### config.mk
export PLATFORM = sky130hd
export DESIGN_NAME = rs485_port_mux
export DESIGN_NICKNAME = d
export VERILOG_FILES = /design/src/rtl/rs485_port_mux_pkg.sv /design/src/rtl/rs485_port_mux_ch_fsm.sv /design/src/rtl/rs485_port_mux.sv
export SDC_FILE = /design/constraint.sdc
export NUM_CORES = 1
export LEC_CHECK = 0
export CORE_MARGIN = 2
export CORE_UTILIZATION = 55
export CTS_CLUSTER_SIZE = 40
export DETAILED_ROUTE_END_ITERATION = 8
export GPL_ROUTABILITY_DRIVEN = 0
export PLACE_DENSITY = 0.77
export SKIP_CTS_REPAIR_TIMING = 1
export SLEW_MARGIN = 20
export SYNTH_ARGS = -nofsm -noshare
export SYNTH_HDL_FRONTEND = slang
export SYNTH_SLANG_ARGS = --single-unit
### constraint.sdc
create_clock -name clk -period 3.25 [get_ports clk]
set_clock_uncertainty 0.1 [all_clocks]
set_input_delay 0.325 -clock clk [delete_from_list [all_inputs] [get_ports clk]]
set_output_delay 0.325 -clock clk [all_outputs]
set_load 0.01 [all_outputs]
### src/rtl/rs485_port_mux_pkg.sv
// Shared types for the RS-485 port mux: channel modes, per-channel FSM states, transceiver pin triple.
package rs485_pkg;

    typedef enum logic [1:0] {
        MODE_OFF  = 2'd0,
        MODE_TX   = 2'd1,
        MODE_RX   = 2'd2,
        MODE_AUTO = 2'd3
    } mode_e;

    typedef enum logic [2:0] {
        ST_SAFE,
        ST_IDLE_OFF,
        ST_TX,
        ST_RX,
        ST_LEAD,
        ST_LAG,
        ST_TURN
    } ch_state_e;

    typedef struct packed {
        logic d;
        logic n_re;
        logic de;
    } pins_t;

    localparam pins_t SAFE_PINS = '{d: 1'b0, n_re: 1'b1, de: 1'b0};

    // Timer width for the longest of the three timed states, never narrower than one bit.
    function automatic int cnt_width(input int lead, input int lag, input int turn);
        int m;
        m = lead;
        if (lag > m)  m = lag;
        if (turn > m) m = turn;
        return (m < 1) ? 1 : $clog2(m + 1);
    endfunction

endpackage

### src/rtl/rs485_port_mux_ch_fsm.sv
// One transceiver channel: pending config, mode/src registers, half-duplex FSM and registered pins.
// Pins and busy are registered from the next state, so they line up with the state register.
module rs485_ch_fsm
    import rs485_pkg::*;
#(
    parameter int SRC_W = 2,
    parameter int LEAD  = 4,
    parameter int LAG   = 4,
    parameter int TURN  = 8,
    parameter int CNT_W = 4
) (
    input  logic             clk,
    input  logic             rst,
    input  logic             wr,
    input  logic [1:0]       wr_mode,
    input  logic [SRC_W-1:0] wr_src,
    input  logic             line,
    input  logic             active,
    output logic [SRC_W-1:0] sel_src,
    output logic             d,
    output logic             n_re,
    output logic             de,
    output logic             busy,
    output logic             rx_en_nxt
);

    localparam logic [CNT_W-1:0] TURN_LOAD = (TURN > 0) ? CNT_W'(TURN - 1) : '0;
    localparam logic [CNT_W-1:0] LAG_LOAD  = (LAG > 0)  ? CNT_W'(LAG - 1)  : TURN_LOAD;
    localparam logic [CNT_W-1:0] LEAD_LOAD = (LEAD > 0) ? CNT_W'(LEAD - 1) : '0;
    localparam ch_state_e TURN_ENTRY = (TURN > 0) ? ST_TURN : ST_RX;
    localparam ch_state_e LAG_ENTRY  = (LAG > 0)  ? ST_LAG  : TURN_ENTRY;
    localparam ch_state_e LEAD_ENTRY = (LEAD > 0) ? ST_LEAD : ST_TX;

    logic             pend_vld;
    mode_e            pend_mode;
    logic [SRC_W-1:0] pend_src;
    mode_e            mode, mode_nxt;
    logic [SRC_W-1:0] src, src_nxt;
    ch_state_e        state, state_nxt;
    logic [CNT_W-1:0] cnt, cnt_nxt;
    pins_t            pins_q, pins_nxt;
    logic             busy_q, busy_nxt;

    function automatic ch_state_e home(input mode_e m);
        case (m)
            MODE_TX:   return ST_TX;
            MODE_RX:   return ST_RX;
            MODE_AUTO: return ST_RX;
            default:   return ST_IDLE_OFF;
        endcase
    endfunction

    always_comb begin
        mode_nxt  = mode;
        src_nxt   = src;
        state_nxt = state;
        cnt_nxt   = cnt;
        if (pend_vld) begin
            mode_nxt  = pend_mode;
            src_nxt   = pend_src;
            state_nxt = (TURN > 0) ? ST_SAFE : home(pend_mode);
            cnt_nxt   = TURN_LOAD;
        end else begin
            case (state)
                ST_SAFE: begin
                    if (cnt == '0) state_nxt = home(mode);
                    else           cnt_nxt   = cnt - 1'b1;
                end
                ST_RX: begin
                    if (mode == MODE_AUTO && active) begin
                        state_nxt = LEAD_ENTRY;
                        cnt_nxt   = LEAD_LOAD;
                    end
                end
                ST_TX: begin
                    if (mode == MODE_AUTO && !active) begin
                        state_nxt = LAG_ENTRY;
                        cnt_nxt   = LAG_LOAD;
                    end
                end
                ST_LEAD: begin
                    // Source dropping out mid-preamble still gets the full LAG/TURN tail.
                    if (!active) begin
                        state_nxt = LAG_ENTRY;
                        cnt_nxt   = LAG_LOAD;
                    end else if (cnt == '0) begin
                        state_nxt = ST_TX;
                    end else begin
                        cnt_nxt = cnt - 1'b1;
                    end
                end
                ST_LAG: begin
                    if (cnt == '0) begin
                        state_nxt = TURN_ENTRY;
                        cnt_nxt   = TURN_LOAD;
                    end else begin
                        cnt_nxt = cnt - 1'b1;
                    end
                end
                ST_TURN: begin
                    if (cnt == '0) state_nxt = ST_RX;
                    else           cnt_nxt   = cnt - 1'b1;
                end
                default: ;
            endcase
        end
    end

    always_comb begin
        pins_nxt = SAFE_PINS;
        case (state_nxt)
            ST_TX:            pins_nxt = '{d: line, n_re: 1'b1, de: 1'b1};
            ST_RX:            pins_nxt = '{d: 1'b0, n_re: 1'b0, de: 1'b0};
            ST_LEAD, ST_LAG:  pins_nxt = '{d: 1'b1, n_re: 1'b1, de: 1'b1};
            default:          pins_nxt = SAFE_PINS;
        endcase
        busy_nxt  = state_nxt inside {ST_SAFE, ST_LEAD, ST_LAG, ST_TURN};
        rx_en_nxt = (state_nxt == ST_RX);
    end

    always_ff @(posedge clk) begin
        if (rst) begin
            pend_vld  <= 1'b0;
            pend_mode <= MODE_OFF;
            pend_src  <= '0;
            mode      <= MODE_OFF;
            src       <= '0;
            state     <= ST_SAFE;
            cnt       <= '0;
            pins_q    <= SAFE_PINS;
            busy_q    <= 1'b0;
        end else begin
            pend_vld <= wr;
            if (wr) begin
                pend_mode <= mode_e'(wr_mode);
                pend_src  <= wr_src;
            end
            mode   <= mode_nxt;
            src    <= src_nxt;
            state  <= state_nxt;
            cnt    <= cnt_nxt;
            pins_q <= pins_nxt;
            busy_q <= busy_nxt;
        end
    end

    assign sel_src = src_nxt;
    assign d       = pins_q.d;
    assign n_re    = pins_q.n_re;
    assign de      = pins_q.de;
    assign busy    = busy_q;

endmodule

### src/rtl/rs485_port_mux.sv
// Runtime routing of HSI serial sources onto N_CH RS-485 transceivers with per-channel half-duplex control.
// rx_q returns, per source, the R line of the lowest-index channel currently receiving for it (idle 1).
module rs485_port_mux
    import rs485_pkg::*;
#(
    parameter int N_CH  = 22,
    parameter int N_SRC = 4,
    parameter int LEAD  = 4,
    parameter int LAG   = 4,
    parameter int TURN  = 8,
    parameter int CH_W  = $clog2(N_CH),
    parameter int SRC_W = $clog2(N_SRC)
) (
    input  logic             clk,
    input  logic             rst,
    input  logic             cfg_we,
    input  logic [CH_W-1:0]  cfg_ch,
    input  logic [1:0]       cfg_mode,
    input  logic [SRC_W-1:0] cfg_src,
    input  logic [N_SRC-1:0] src_line,
    input  logic [N_SRC-1:0] src_active,
    input  logic [N_CH-1:0]  rx_pin,
    output logic [N_CH-1:0]  d_pin,
    output logic [N_CH-1:0]  n_re_pin,
    output logic [N_CH-1:0]  de_pin,
    output logic [N_SRC-1:0] rx_q,
    output logic [N_CH-1:0]  busy
);

    localparam int CNT_W = cnt_width(LEAD, LAG, TURN);

    logic [SRC_W-1:0] sel_src [N_CH];
    logic [N_CH-1:0]  rx_en;
    logic [N_SRC-1:0] rx_nxt;

    for (genvar c = 0; c < N_CH; c++) begin : g_ch
        logic wr;
        assign wr = cfg_we && (cfg_ch == CH_W'(c));

        rs485_ch_fsm #(
            .SRC_W (SRC_W),
            .LEAD  (LEAD),
            .LAG   (LAG),
            .TURN  (TURN),
            .CNT_W (CNT_W)
        ) u_ch (
            .clk       (clk),
            .rst       (rst),
            .wr        (wr),
            .wr_mode   (cfg_mode),
            .wr_src    (cfg_src),
            .line      (src_line[sel_src[c]]),
            .active    (src_active[sel_src[c]]),
            .sel_src   (sel_src[c]),
            .d         (d_pin[c]),
            .n_re      (n_re_pin[c]),
            .de        (de_pin[c]),
            .busy      (busy[c]),
            .rx_en_nxt (rx_en[c])
        );
    end

    // Scan high-to-low so the lowest-index receiving channel wins.
    always_comb begin
        rx_nxt = '1;
        for (int s = 0; s < N_SRC; s++) begin
            for (int c = N_CH - 1; c >= 0; c--) begin
                if (rx_en[c] && sel_src[c] == SRC_W'(s)) rx_nxt[s] = rx_pin[c];
            end
        end
    end

    always_ff @(posedge clk) begin
        if (rst) rx_q <= '1;
        else     rx_q <= rx_nxt;
    end

endmodule
==> impl_results.md, run 1 <==
- RSZ-0062 raised after global routing: true
- Worst Tran Pin Value: roughly 860 ps
- Worst hold path class: input port to flop
- Number of flops mapped to enable cells by yosys: 0
- Synth Instances: 3,641
- Hold path endpoint: g_ch[1].u_ch.src[1]$_SDFF_PP0_
- FMAX: around 300 MHz
- Syn nets: between 3k and 4k
- CTS tree: built
- Hold Violations, Final: 0
- WS Path Type: flop to flop
- Clock input transition at the sequential cells of the worst setup and hold paths: around 70 ps
- P&R area growth vs syn: 24.2%
- Final Setup Violations: 4
- Crit-path max FO: 4
- Finished Layout Cells: around 4.7k
- Mux contribution to synthesized area: 0.107
- Xor-xnor portion of the synthesized cell area: 0.000625
- Yosys reg bits: 444
- Post-Synth Adder-Cell Area: 0.0204
- RR Endpoint: rx_q[0]$_SDFF_PP1_
- Fin nets: between 4k and 5k
- Worst Path Required: ~3700 ps
- Iteration-0 DRC count of the detailed router: ~3.0k
- Power Dens Cells: 949 mW/mm^2
- Filler instances: around 3.9k
- PortBufs: between 100 and 150
- Footprint of the multi-input gates: 0.0177 sq mm
- Hold path depth: 2
- Final worst path period share: 1.05
- Worst hold margin: approximately 58 ps
- Via count: a little under 30k
- Syn_area_per_cell: approximately 7.7 sq um
- Initial Util: 0.557
- Worst skew pair latency: ~620 ps
- DRC viols: 0
- Failing checks: negative setup slack
- Die height: approximately 230 um
- Max cap viols: 0
- Global-route wire length before repair: about 130,000 um
- Tmin final: 3410 ps
- Total gr overflow: 0
- Maximum vdd drop: around 0.0006 V
- R2r setup slk: -160 ps
- Maximum clock path buffer count: 3
- Worst EP arrival: around 3800 ps
- Detailed placement HPWL: slightly below 60,000 um
- Clock Tree Root: clkbuf_16
- Slew HR: 0.429
- Synthesis Warnings: 0
- Area after DPL: approximately 0.032 sq mm
- Layout cells sized above 1: 0.205
- Ports: roughly 130
- Most frequent cells in the layout: 486 x nor2_1, 451 x buf_4, 428 x dfxtp_1
- Final Instance Area: between 0.03 and 0.04 sq mm
- Die ar.: about 0.053 sq mm
- H-tree lvl count: 2
- Gr usage total: 0.302
- Sequential share of the synthesized area: 0.317
- Vias in the first global route: 25.9k
- Placed instance count: 4,582
- Max Slew Vio Count: 0
- Routed Antenna Nets: 0
- Primary FF master, synth: dfxtp_1
- Leakage: 13.6 nW
- Critical path launch point type: flop
- Storage cell area: 0.00892 sq mm
- Post-route setup slack: -157 ps
- Initial antenna violation count: 7
- Main combinational cell family by area after synthesis: simple AND/OR/NAND/NOR gates
- Syn Std Cell Area: ~0.028 sq mm
- DR vias/cell: a little over 6
- Die X: roughly 230 um
- WL final: between 80,000 and 90,000 um
- Hold_sp: rst
- Synth cell types: 106
- TritonCTS Buffers: between 40 and 50
- Synth Area in Compound Gates: 0.211
- Pin count of the biggest net entering global routing: around 100
- Clock sink total: 444
- Setup TNS: -430 ps
- DRT Pass-1 Iters: 9
- Fraction of the mapped netlist area in simple logic gates: 0.268
- Most common cell after layout, fill and taps aside: nor2_1
- Power Total: 0.0330 W
- Crit end category: flop
- Asr flop ratio synth: 0
- Worst R2R Start: g_ch[19].u_ch.cnt[0]$_SDFFE_PP0P_
- Core ar.: 0.0503 sq mm
- Cell row count: ~80
- R2r worst-path depth: 14
- WL/cell: roughly 18 um
- Status: complete, but fails checks
registers in the layout, indices dropped and copies added, names as in the netlist:
signal               cells
g_ch.u_ch.mode          44
g_ch.u_ch.busy          22
g_ch.u_ch.pend_vld      22
g_ch.u_ch.n_re          22
g_ch.u_ch.cnt           88
g_ch.u_ch.d             22
g_ch.u_ch.pend_src      44
g_ch.u_ch.pend_mode     44
rx_q                     4
g_ch.u_ch.de            22
g_ch.u_ch.state         66
g_ch.u_ch.src           44
area by class of cell:
cell class,count,share of cell area
Clock inverter,26,0.0107
Timing Repair Buffer,602,0.144
Clock buffer,64,0.0398
Tap cell,672,0.0242
Inverter,141,0.0153
Sequential cell,444,0.256
Multi-Input combinational cell,2742,0.510
Antenna cell,6,0.000431
layer usage:
| metal | share of wire | global-route usage | vias up |
|---|---|---|---|
| met3 | 0.086 | 0.0459 | 259 |
| met5 | 0.00021 | 0 | - |
| li1 | - | - | 13800 |
| met1 | 0.43 | 0.411 | 13600 |
| met2 | 0.44 | 0.473 | 1304 |
| met4 | 0.046 | 0.136 | 2 |
Yosys cell counts (30+ instances only):
master,n,area [sq um]
nor2_1,490,1840
dfxtp_1,444,8890
nand2_1,315,1180
a21oi_1,245,1230
nor3_1,199,996
mux2i_1,187,1870
clkbuf_1,183,687
o21ai_0,158,791
inv_1,138,518
nand3_1,113,566
buf_4,95,713
nand2b_1,64,400
a31oi_1,61,382
nor2b_1,60,375
ha_1,44,551
mux2_2,44,495
and2_1,39,244
and3_1,38,238
o22ai_1,38,238
nor3b_1,35,263
nor4_1,34,213
a211oi_1,31,233
a221oi_1,31,272
a21o_1,30,225
worst max-delay path by stage:
stage | from | endpoint | slack [ps]
finish | g_ch[19].u_ch.cnt[0]$_SDFFE_PP0P_ | rx_q[0]$_SDFF_PP1_ | -160
global route | g_ch[19].u_ch.cnt[0]$_SDFFE_PP0P_ | rx_q[0]$_SDFF_PP1_ | -250
global placement | src_active[0] | rx_q[1]$_SDFF_PP1_ | -590
floorplan | g_ch[8].u_ch.pend_vld$_SDFF_PP0_ | rx_q[2]$_SDFF_PP1_ | -40
detailed placement | src_active[0] | rx_q[1]$_SDFF_PP1_ | -600
CTS | g_ch[20].u_ch.cnt[0]$_SDFFE_PP0P_ | rx_q[1]$_SDFF_PP1_ | -450
per-stage QoR:
stage,setup WS [ps],util
after floorplan,-42.5,-
after global placement,-588,0.640
after detailed placement,-602,0.640
after CTS,-450,0.675
after global routing,-252,0.692
final,-157,0.692
cell families (layout without fill, tap and decap cells):
kind of cell	after synthesis	count (layout)
xor+xnor	2	2
mux	262	262
flops	444	444
buf+inv	455	833
compound gates	889	889
fa+ha+maj	46	46
simple gates	1543	1543
other cells	0	6
critical path, cell delays in order (launching register included):
cell	delay, ps
dfxtp_1	310
inv_1	80
ha_1	190
or3b_4	430
a21oi_1	170
o22a_1	190
a2bb2oi_1	80
nand3b_1	250
nor4b_2	370
buf_4	170
a22oi_1	50
a211o_1	340
a22oi_2	250
o211ai_1	130
a32oi_1	200
power breakdown:
| group | leakage, nW | switching [W] | internal, W |
|---|---|---|---|
| Sequential | 3.63 | 0.00131 | 0.00666 |
| Combinational | 9.13 | 0.00993 | 0.00901 |
| Clock | 0.864 | 0.00239 | 0.00372 |
| Total | 13.6 | 0.0136 | 0.0194 |
Note: power is estimated with default switching activity, not from simulation.
==> inputs of run 2 (changes only) <==
- RECOVER_POWER: unset -> 50
==> impl_results.md, run 2 (synthesis gave the netlist of run 1 again) <==
- WL/cell: 18.0 um (+0.18%)
- Status: complete, but fails checks
- Final worst path period share: 1.05 (-0.00263)
- DRT Pass-1 Iters: 7 (-2)
- Pre-CTS WS: -602 ps (unchanged)
- TritonCTS Buffers: 49 (unchanged)
- Initial Util: 0.557 (unchanged)
- P&R area growth vs syn: 23.9%
- Clock sink total: 444 (unchanged)
- Final Setup Violations: 4 (unchanged)
- Global-route wire length before repair: 132,000 um (unchanged)
- PortBufs: 133 (unchanged)
- Tmin final: 3400 ps (-8.56 ps)
- Worst skew pair latency: 620 ps (about the same)
- Maximum vdd drop: 0.000583 V (-1.4%)
- Finished Layout Cells: 4,696 (-0.021%)
- Power Total: 0.0329 W (-0.41%)
- Hold Violations, Final: 0 (unchanged)
- Top delay family on crit path: multiplexers
- Total gr overflow: 0 (unchanged)
- Gr usage total: 0.302 (unchanged)
- Setup TNS: -503 ps (-73.3 ps)
- Leakage: 13.7 nW (+0.43%)
- Initial antenna violation count: 7 (unchanged)
- Cell row count: 82 (unchanged)
- Most common cell after layout, fill and taps aside: nor2_1
- Fin nets: 4,066 (unchanged)
- Routed Antenna Nets: 0 (unchanged)
- DR vias/cell: 6.14 (-0.29%)
- Critical-path cell list: mux2_4 -> mux4_2 -> mux2i_1 -> a221oi_2 -> o2111ai_1 -> buf_4 -> or3_4 -> a31oi_4 -> nor3_2 -> or4_4 -> a22oi_2
- Core ar.: 0.0503 sq mm (unchanged)
- CP bufs+invs: 1 (-1)
- Clock Tree Root: clkbuf_16
- Die height: 230 um (unchanged)
- Failing checks: max-capacitance violations, max-slew violations, negative setup slack
- WS Path Type: flop to flop
- Placed instance count: 4,582 (unchanged)
- Via count: 28.8k (-0.31%)
- Largest register FFs: 88 (unchanged)
- Worst EP arrival: 3840 ps (+20 ps)
- Worst Path Required: 3690 ps (+30 ps)
- Worst hold path class: input port to flop
- DRC viols: 0 (unchanged)
- Layout cells sized above 1: 0.201 (-0.00348)
- WL final: 84,500 um (+0.16%)
- Power Dens Cells: 947 mW/mm^2 (-0.13%)
- Clock input transition at the sequential cells of the worst setup and hold paths: 60 ps (about the same)
- H-tree lvl count: 2 (unchanged)
- Pin count of the biggest net entering global routing: 101 (unchanged)
- Iteration-0 DRC count of the detailed router: 3,131 (+4.3%)
- Crit path max-delay cell type: mux4_2
- Most frequent cells in the layout: 486 x nor2_1, 438 x buf_4, 430 x dfxtp_1
- Max stage delay on crit path: 560 ps (+130 ps)
- Detailed placement HPWL: 58,000 um (unchanged)
- Ports: 134 (unchanged)
- Top reg by flops: g_ch.u_ch.cnt
- Top flop regs: g_ch.u_ch.cnt x88, g_ch.u_ch.state x66
- Die X: 230 um (unchanged)
- Critical path launch point type: flop
- Maximum clock path buffer count: 3 (unchanged)
- Max cap viols: 5 (+5)
- Crit end category: flop
- CTS tree: built
- Max Slew Vio Count: 346 (+346)
- Slew HR: -0.392 (-0.821)
- RSZ-0062 raised after global routing: true
- FMAX: 294 MHz (+0.25%)
- Die ar.: 0.0528 sq mm (unchanged)
- Worst Tran Pin Value: 2090 ps (+1230 ps)
- Crit-path max FO: 6 (+2)
- Vias in the first global route: 25.9k (unchanged)
- Post-route setup slack: -149 ps (+8.56 ps)
-- run 2: cell types whose count changed in the layout (fill, tap and decap cells not counted), sizes merged --
| cell | change |
|---|---|
| dlygate4sd3 | +78 |
| buf | -14 |
| clkdlybuf4s50 | -78 |
| clkbuf | +14 |
| diode | -1 |
-- run 2: final cells by class --
class,instances,area (sq um)
Multi-Input combinational cell,2742,17700
Fill cell,3965,15600
Sequential cell,444,8920
Timing Repair Buffer,602,4910
Clock buffer,64,1390
Tap cell,672,841
Inverter,141,533
Clock inverter,26,374
Antenna cell,5,12.5
-- run 2: layer usage --
layer  share of wire  track usage  vias up
met5         0.00021            0        -
met4           0.047        0.136        2
met3           0.085       0.0459      265
met2            0.44        0.473     1345
met1            0.43        0.411    13400
li1                -            -    13800
-- run 2: stage by stage --
step                area, sq um  hold slack, ps  utilization
floorplan                 28100             336            -
global placement          32200             343        0.640
detailed placement        32200             347        0.640
CTS                       33900            28.9        0.675
global route              34700             249        0.690
finish                    34700             270        0.690
-- run 2: power breakdown --
part           leakage, nW  internal [W]  switching [W]  total (W)
Sequential            3.63       0.00666        0.00130    0.00796
Combinational         9.19       0.00889        0.00993     0.0188
Clock                0.864       0.00372        0.00239    0.00611
Total                 13.7        0.0193         0.0136     0.0329
-- run 2: worst register-to-register path: stages, from the launching register on --
cell       delay (ps)
dfxtp_4           360
mux2_4            310
mux4_2            560
mux2i_1           180
a221oi_2          240
o2111ai_1         180
buf_4             200
or3_4             350
a31oi_4           180
nor3_2             60
or4_4             480
a22oi_2           120
-- run 2: path summary, 6_finish.rpt --
kind	from	depth (start not counted)	to	slack, ps
setup / recovery	g_ch[14].u_ch.pend_vld$_SDFF_PP0_	11	rx_q[1]$_SDFF_PP1_	-150
hold / removal	cfg_src[0]	3	g_ch[0].u_ch.pend_src[0]$_SDFFE_PP0P_	270
setup reg to reg	g_ch[14].u_ch.pend_vld$_SDFF_PP0_	11	rx_q[1]$_SDFF_PP1_	-150
hold reg to reg	g_ch[1].u_ch.pend_mode[0]$_SDFFE_PP0P_	2	g_ch[1].u_ch.pend_mode[0]$_SDFFE_PP0P_	350
